<file path="src/rtl/mem_seq.sv">
// -----------------------------------------------------------------------------
// mem_seq
//   Sequencer for the 256x8 MEMORY block (address register AR plus a RAM with
//   synchronous read). Takes one load/store request at a time, direct or
//   indirect (the pointer is held in RAM), and produces the AR load and RAM
//   strobes with the correct read timing. Load data comes back on a one-cycle
//   response pulse. This block is the only driver of the MEMORY control pins.
//
//   Optional feature macro: MEMSEQ_AR_REUSE_EN
//     When defined, a shadow copy of AR (ar_sh_q/ar_vld_q) is kept. A direct
//     request whose address equals the shadow skips the AR load state.
//
// Ports
//   clk, rst_n          clock (posedge), asynchronous active-low reset
//   req_valid/ready     request handshake
//   req_op              00 LD dir, 01 LD ind, 10 ST dir, 11 ST ind
//   req_addr, req_wdata direct address or pointer location, store data
//   resp_valid          one-cycle completion pulse
//   resp_rdata          last load data, held until the next load completes
//   busy                sequencer not idle
//   mem_addr/srcA/wAR/wM/R  MEMORY control and data outputs
//   mem_M               RAM read data (valid one cycle after AR)
//   dbg_state           current FSM state, for observation only
// -----------------------------------------------------------------------------
module mem_seq #(
    parameter int AW = 8,
    parameter int DW = 8
) (
    input  logic          clk,
    input  logic          rst_n,
    input  logic          req_valid,
    output logic          req_ready,
    input  logic [1:0]    req_op,
    input  logic [AW-1:0] req_addr,
    input  logic [DW-1:0] req_wdata,
    output logic          resp_valid,
    output logic [DW-1:0] resp_rdata,
    output logic          busy,
    output logic [AW-1:0] mem_addr,
    output logic          mem_srcA,
    output logic          mem_wAR,
    output logic          mem_wM,
    output logic [DW-1:0] mem_R,
    input  logic [DW-1:0] mem_M,
    output logic [2:0]    dbg_state
);

    typedef enum logic [2:0] {
        S_IDLE, S_SETA, S_PWAIT, S_PSET, S_RWAIT, S_RCAP, S_WR, S_DONE
    } state_t;

    state_t        state_q, state_d;
    logic [1:0]    op_q;
    logic [AW-1:0] addr_q;
    logic [DW-1:0] wdata_q;
    logic [DW-1:0] rdata_q;
    logic          xfer;

    // Handshake: a request transfers on a rising edge where req_valid and
    // req_ready are both high. req_ready is high only in IDLE; while busy the
    // requester keeps its request stable and it is simply not taken.
    assign xfer = req_valid && (state_q == S_IDLE);

`ifdef MEMSEQ_AR_REUSE_EN
    logic [AW-1:0] ar_sh_q;
    logic          ar_vld_q;
    logic          reuse_hit;

    // Only direct requests may reuse AR; indirect ones must fetch the pointer.
    assign reuse_hit = !req_op[0] && ar_vld_q && (req_addr == ar_sh_q);

    // Mirrors every AR load this block performs, so it tracks AR exactly.
    always_ff @(posedge clk or negedge rst_n) begin
        if (!rst_n) begin
            ar_sh_q  <= '0;
            ar_vld_q <= 1'b0;
        end else if (mem_wAR) begin
            ar_sh_q  <= mem_srcA ? AW'(mem_M) : addr_q;
            ar_vld_q <= 1'b1;
        end
    end
`endif

    always_ff @(posedge clk or negedge rst_n) begin
        if (!rst_n) begin
            state_q <= S_IDLE;
            op_q    <= '0;
            addr_q  <= '0;
            wdata_q <= '0;
            rdata_q <= '0;
        end else begin
            state_q <= state_d;
            if (xfer) begin
                op_q    <= req_op;
                addr_q  <= req_addr;
                wdata_q <= req_wdata;
            end
            // RAM data for the final address is on mem_M during RCAP.
            if (state_q == S_RCAP) begin
                rdata_q <= mem_M;
            end
        end
    end

    // Next state and Moore outputs
    always_comb begin
        state_d    = state_q;
        req_ready  = 1'b0;
        mem_wAR    = 1'b0;
        mem_srcA   = 1'b0;
        mem_wM     = 1'b0;
        resp_valid = 1'b0;
        case (state_q)
            S_IDLE: begin
                req_ready = 1'b1;
                if (req_valid) begin
                    state_d = S_SETA;
`ifdef MEMSEQ_AR_REUSE_EN
                    if (reuse_hit) begin
                        state_d = req_op[1] ? S_WR : S_RWAIT;
                    end
`endif
                end
            end
            S_SETA: begin
                mem_wAR = 1'b1;
                if (op_q[0]) begin
                    state_d = S_PWAIT;
                end else begin
                    state_d = op_q[1] ? S_WR : S_RWAIT;
                end
            end
            S_PWAIT: state_d = S_PSET;
            S_PSET: begin
                // AR takes the pointer straight from the RAM output.
                mem_wAR  = 1'b1;
                mem_srcA = 1'b1;
                state_d  = op_q[1] ? S_WR : S_RWAIT;
            end
            S_RWAIT: state_d = S_RCAP;
            S_RCAP:  state_d = S_DONE;
            S_WR: begin
                mem_wM  = 1'b1;
                state_d = S_DONE;
            end
            S_DONE: begin
                resp_valid = 1'b1;
                state_d    = S_IDLE;
            end
            default: state_d = S_IDLE;
        endcase
    end

    assign busy       = (state_q != S_IDLE);
    assign resp_rdata = rdata_q;
    assign mem_addr   = addr_q;
    assign mem_R      = wdata_q;
    assign dbg_state  = state_q;

endmodule
</file>
<file path="config.mk">
export PLATFORM = sky130hd
export DESIGN_NAME = mem_seq
export DESIGN_NICKNAME = d
export VERILOG_FILES = /design/src/rtl/mem_seq.sv
export SDC_FILE = /design/constraint.sdc
export NUM_CORES = 1
export LEC_CHECK = 0
export CORE_MARGIN = 2
export CORE_UTILIZATION = 35
export CTS_CLUSTER_DIAMETER = 30
export DETAILED_ROUTE_END_ITERATION = 10
export PLACE_DENSITY = 0.77
export RECOVER_POWER = 25
export SLEW_MARGIN = 20
export SYNTH_ARGS = -nofsm -noshare
export SYNTH_HDL_FRONTEND = slang
export SYNTH_SLANG_ARGS = --single-unit
</file>
<file path="constraint.sdc">
create_clock -name clk -period 1.5 [get_ports clk]
set_clock_uncertainty 0.2 [all_clocks]
set_input_delay 0.15 -clock clk [delete_from_list [all_inputs] [get_ports clk]]
set_output_delay 0.15 -clock clk [all_outputs]
set_load 0.01 [all_outputs]
</file>
==> reports/results.tsv <==
metric	value	unit
clockBufferDepth	2	
wl_per_cell	15.2	µm
setup_viol	32	
ff2ff_path_depth	5	
dp.cells	194	
ys_top_cells_by_count	dfrtp_1, mux2_2, mux2_4, inv_1	
cts.sinks	29	
pre_cts_ws	-138	ps
tns	-5500	ps
synthArstFlopShare	100	%
antenna_found_initial	0	
clock.fmax	581	MHz
drt_iter0_drc	42	
diodes	0	
clk-insertion-delay-late	310	ps
first_pass_iters	4	
htreeDepth	2	
synth_top_cell_by_area	dfrtp_1	
cp-start-kind	flop	
ios	62	
dp_hpwl	2160	µm
cts_tree	built	
synthTopCellsByArea	dfrtp_1, mux2_2, mux2_4, buf_12, nor3_4	
cts-buffers-inserted	5	
syn_inst	78	
slew_headroom	73.6	%
nets	196	
p_leak	0.00104	µW
ys_ff_latch	29	
synthAdderAreaFrac	0	%
status	complete, but fails checks	
min_period_over_period	115	%
synth.area.mux_share	26.0	%
grt_pass1_vias	1115	
crit_arrival	1370	ps
synthesis.nets	107	
critPathCaptureType	output port	
stdcell_count	213	
synth_xor_area_share	0	%
track_usage	16.8	%
hold_slack	240	ps
vias	1002	
core-area	3340	µm²
yosys_warnings	0	
worstPathMaxFanout	3	
n_fill_cell	270	
syn2layout_area_growth	78.9	%
total_power	4350	µW
synth_cell_types	18	
initial_core_util	36.3	%
holdCritPathClass	in -> reg	
setup_slack	-220	ps
worstPathRequired	1150	ps
syn_area	1210	µm²
drc	0	
root_buffer	clkbuf_4	
clk_pin_slew	80	ps
globalplace.congestion	0.772	
powerDensity	2010	nW/µm²
synth_compound_area_share	3.51	%
grt_pass1_wl	5130	µm
rsz0062_at_grt	true	
period_needed	1720	ps
hold_path_depth	3	
grt-ovfl-total	0	
ys_seq_area_share	59.9	%
tightest_slew	396	ps
ant_nets	0	
grt_max_degree	30	
synth-simple-area-share	5.06	%
hold_viol	0	
synth_top_flop_cell	dfrtp_1	
synth_edf_count	0	
port_buffers	61	
fp.dieArea	3950	µm²
synth.avg_cell_area	15.5	µm²
yosys.cell_count.top_type	dfrtp_1	
die_y	62.8	µm
maxCapViolCount	0	
drt_wl_total	3230	µm
path_class	reg -> out	
synth_top_family_by_area	multiplexers	
rows	21	
die_x	62.8	µm
slew_violations	0	
viasPerCell	4.70	
synth_top_area_share	59.9	%
violations	setup timing	
peakVddDrop	0.000813	V
drive_gt1_share	44.3	%
[metrics by stage]
stage	util (%)	cell area, µm²
2_1_floorplan	-	1210
3_3_place_gp	59.0	1970
3_5_place_dp	59.0	1970
4_1_cts	62.8	2090
5_1_grt	64.9	2170
6_report	64.9	2170
[logic make-up (layout without fill, tap and decap cells)]
family	Yosys count	count (layout)
DFF	29	29
buffers and inverters	7	96
muxes	25	25
AOI/OAI and AO/OA	7	7
and+or+nand+nor	10	10
[registers in the layout, summed over array words and instances, names as in the netlist]
| signal | flops |
|---|---|
| dbg_state | 3 |
| mem_R | 8 |
| resp_rdata | 8 |
| mem_addr | 8 |
| op_q | 2 |
[critical path: stages, from the launching register on]
cell and delay (ps):
dfrtp_2 440, buf_4 150, buf_6 130, nor3_4 180, buf_2 170
[worst paths after layout]
kind | start | slack (ps) | end
worst max-delay path | dbg_state[0] | -220 | mem_wM
worst min-delay path | req_op[0] | 240 | op_q[0]
worst max register to register | dbg_state[0] | -210 | mem_addr[7]
worst min register to register | mem_addr[0] | 310 | mem_addr[0]
max in group asynchronous | rst_n | 150 | dbg_state[2]
min in group asynchronous | rst_n | 640 | resp_rdata[7]
[final cells by class]
| class | count | area [µm²] | area share [%] |
|---|---|---|---|
| Clock buffer | 7 | 55.1 | 2.54 |
| Tap cell | 46 | 57.6 | 2.66 |
| Timing Repair Buffer | 85 | 802 | 37.0 |
| Inverter | 4 | 17.5 | 0.808 |
| Multi-Input combinational cell | 42 | 505 | 23.3 |
| Sequential cell | 29 | 729 | 33.7 |
[power by group]
group	total [µW]	switching (µW)	internal, µW	leakage [µW]
clock network	467	247	221	0.0000314
registers	1440	249	1190	0.000343
logic	2440	961	1480	0.000667
[repair_timing]
item / CTS / global route
pin swaps: 3 / 2
setup endpoints to repair: 58 / 34
gates resized for setup: 77 / 22
endpoints found under the hold margin: 29 / 0
gates cloned: 0 / 0
buffers inserted: 7 / 5
hold buffers: 1 / 0
[cell usage in the layout, fill, tap and decap left out, drive strengths merged]
cell / count
nand3: 2
a21boi: 1
and2: 1
o22ai: 1
inv: 4
dlygate4sd3: 2
nand2: 1
nor3: 2
mux2: 25
clkdlybuf4s50: 27
dfrtp: 29
dlygate4sd2: 24
o311ai: 1
a21oi: 1
nor2b: 1
clkbuf: 10
o21ai: 3
buf: 29
nor2: 3
[layer usage]
layer / track usage (%) / part of all wire, % / up-vias
li1: - / - / 447
met1: 18.4 / 39 / 496
met2: 29.8 / 51 / 48
met3: 4.68 / 6.0 / 11
met4: 8.33 / 3.3 / 0
met5: 0 / 0 / -
Note: power is estimated with default switching activity, not from simulation.
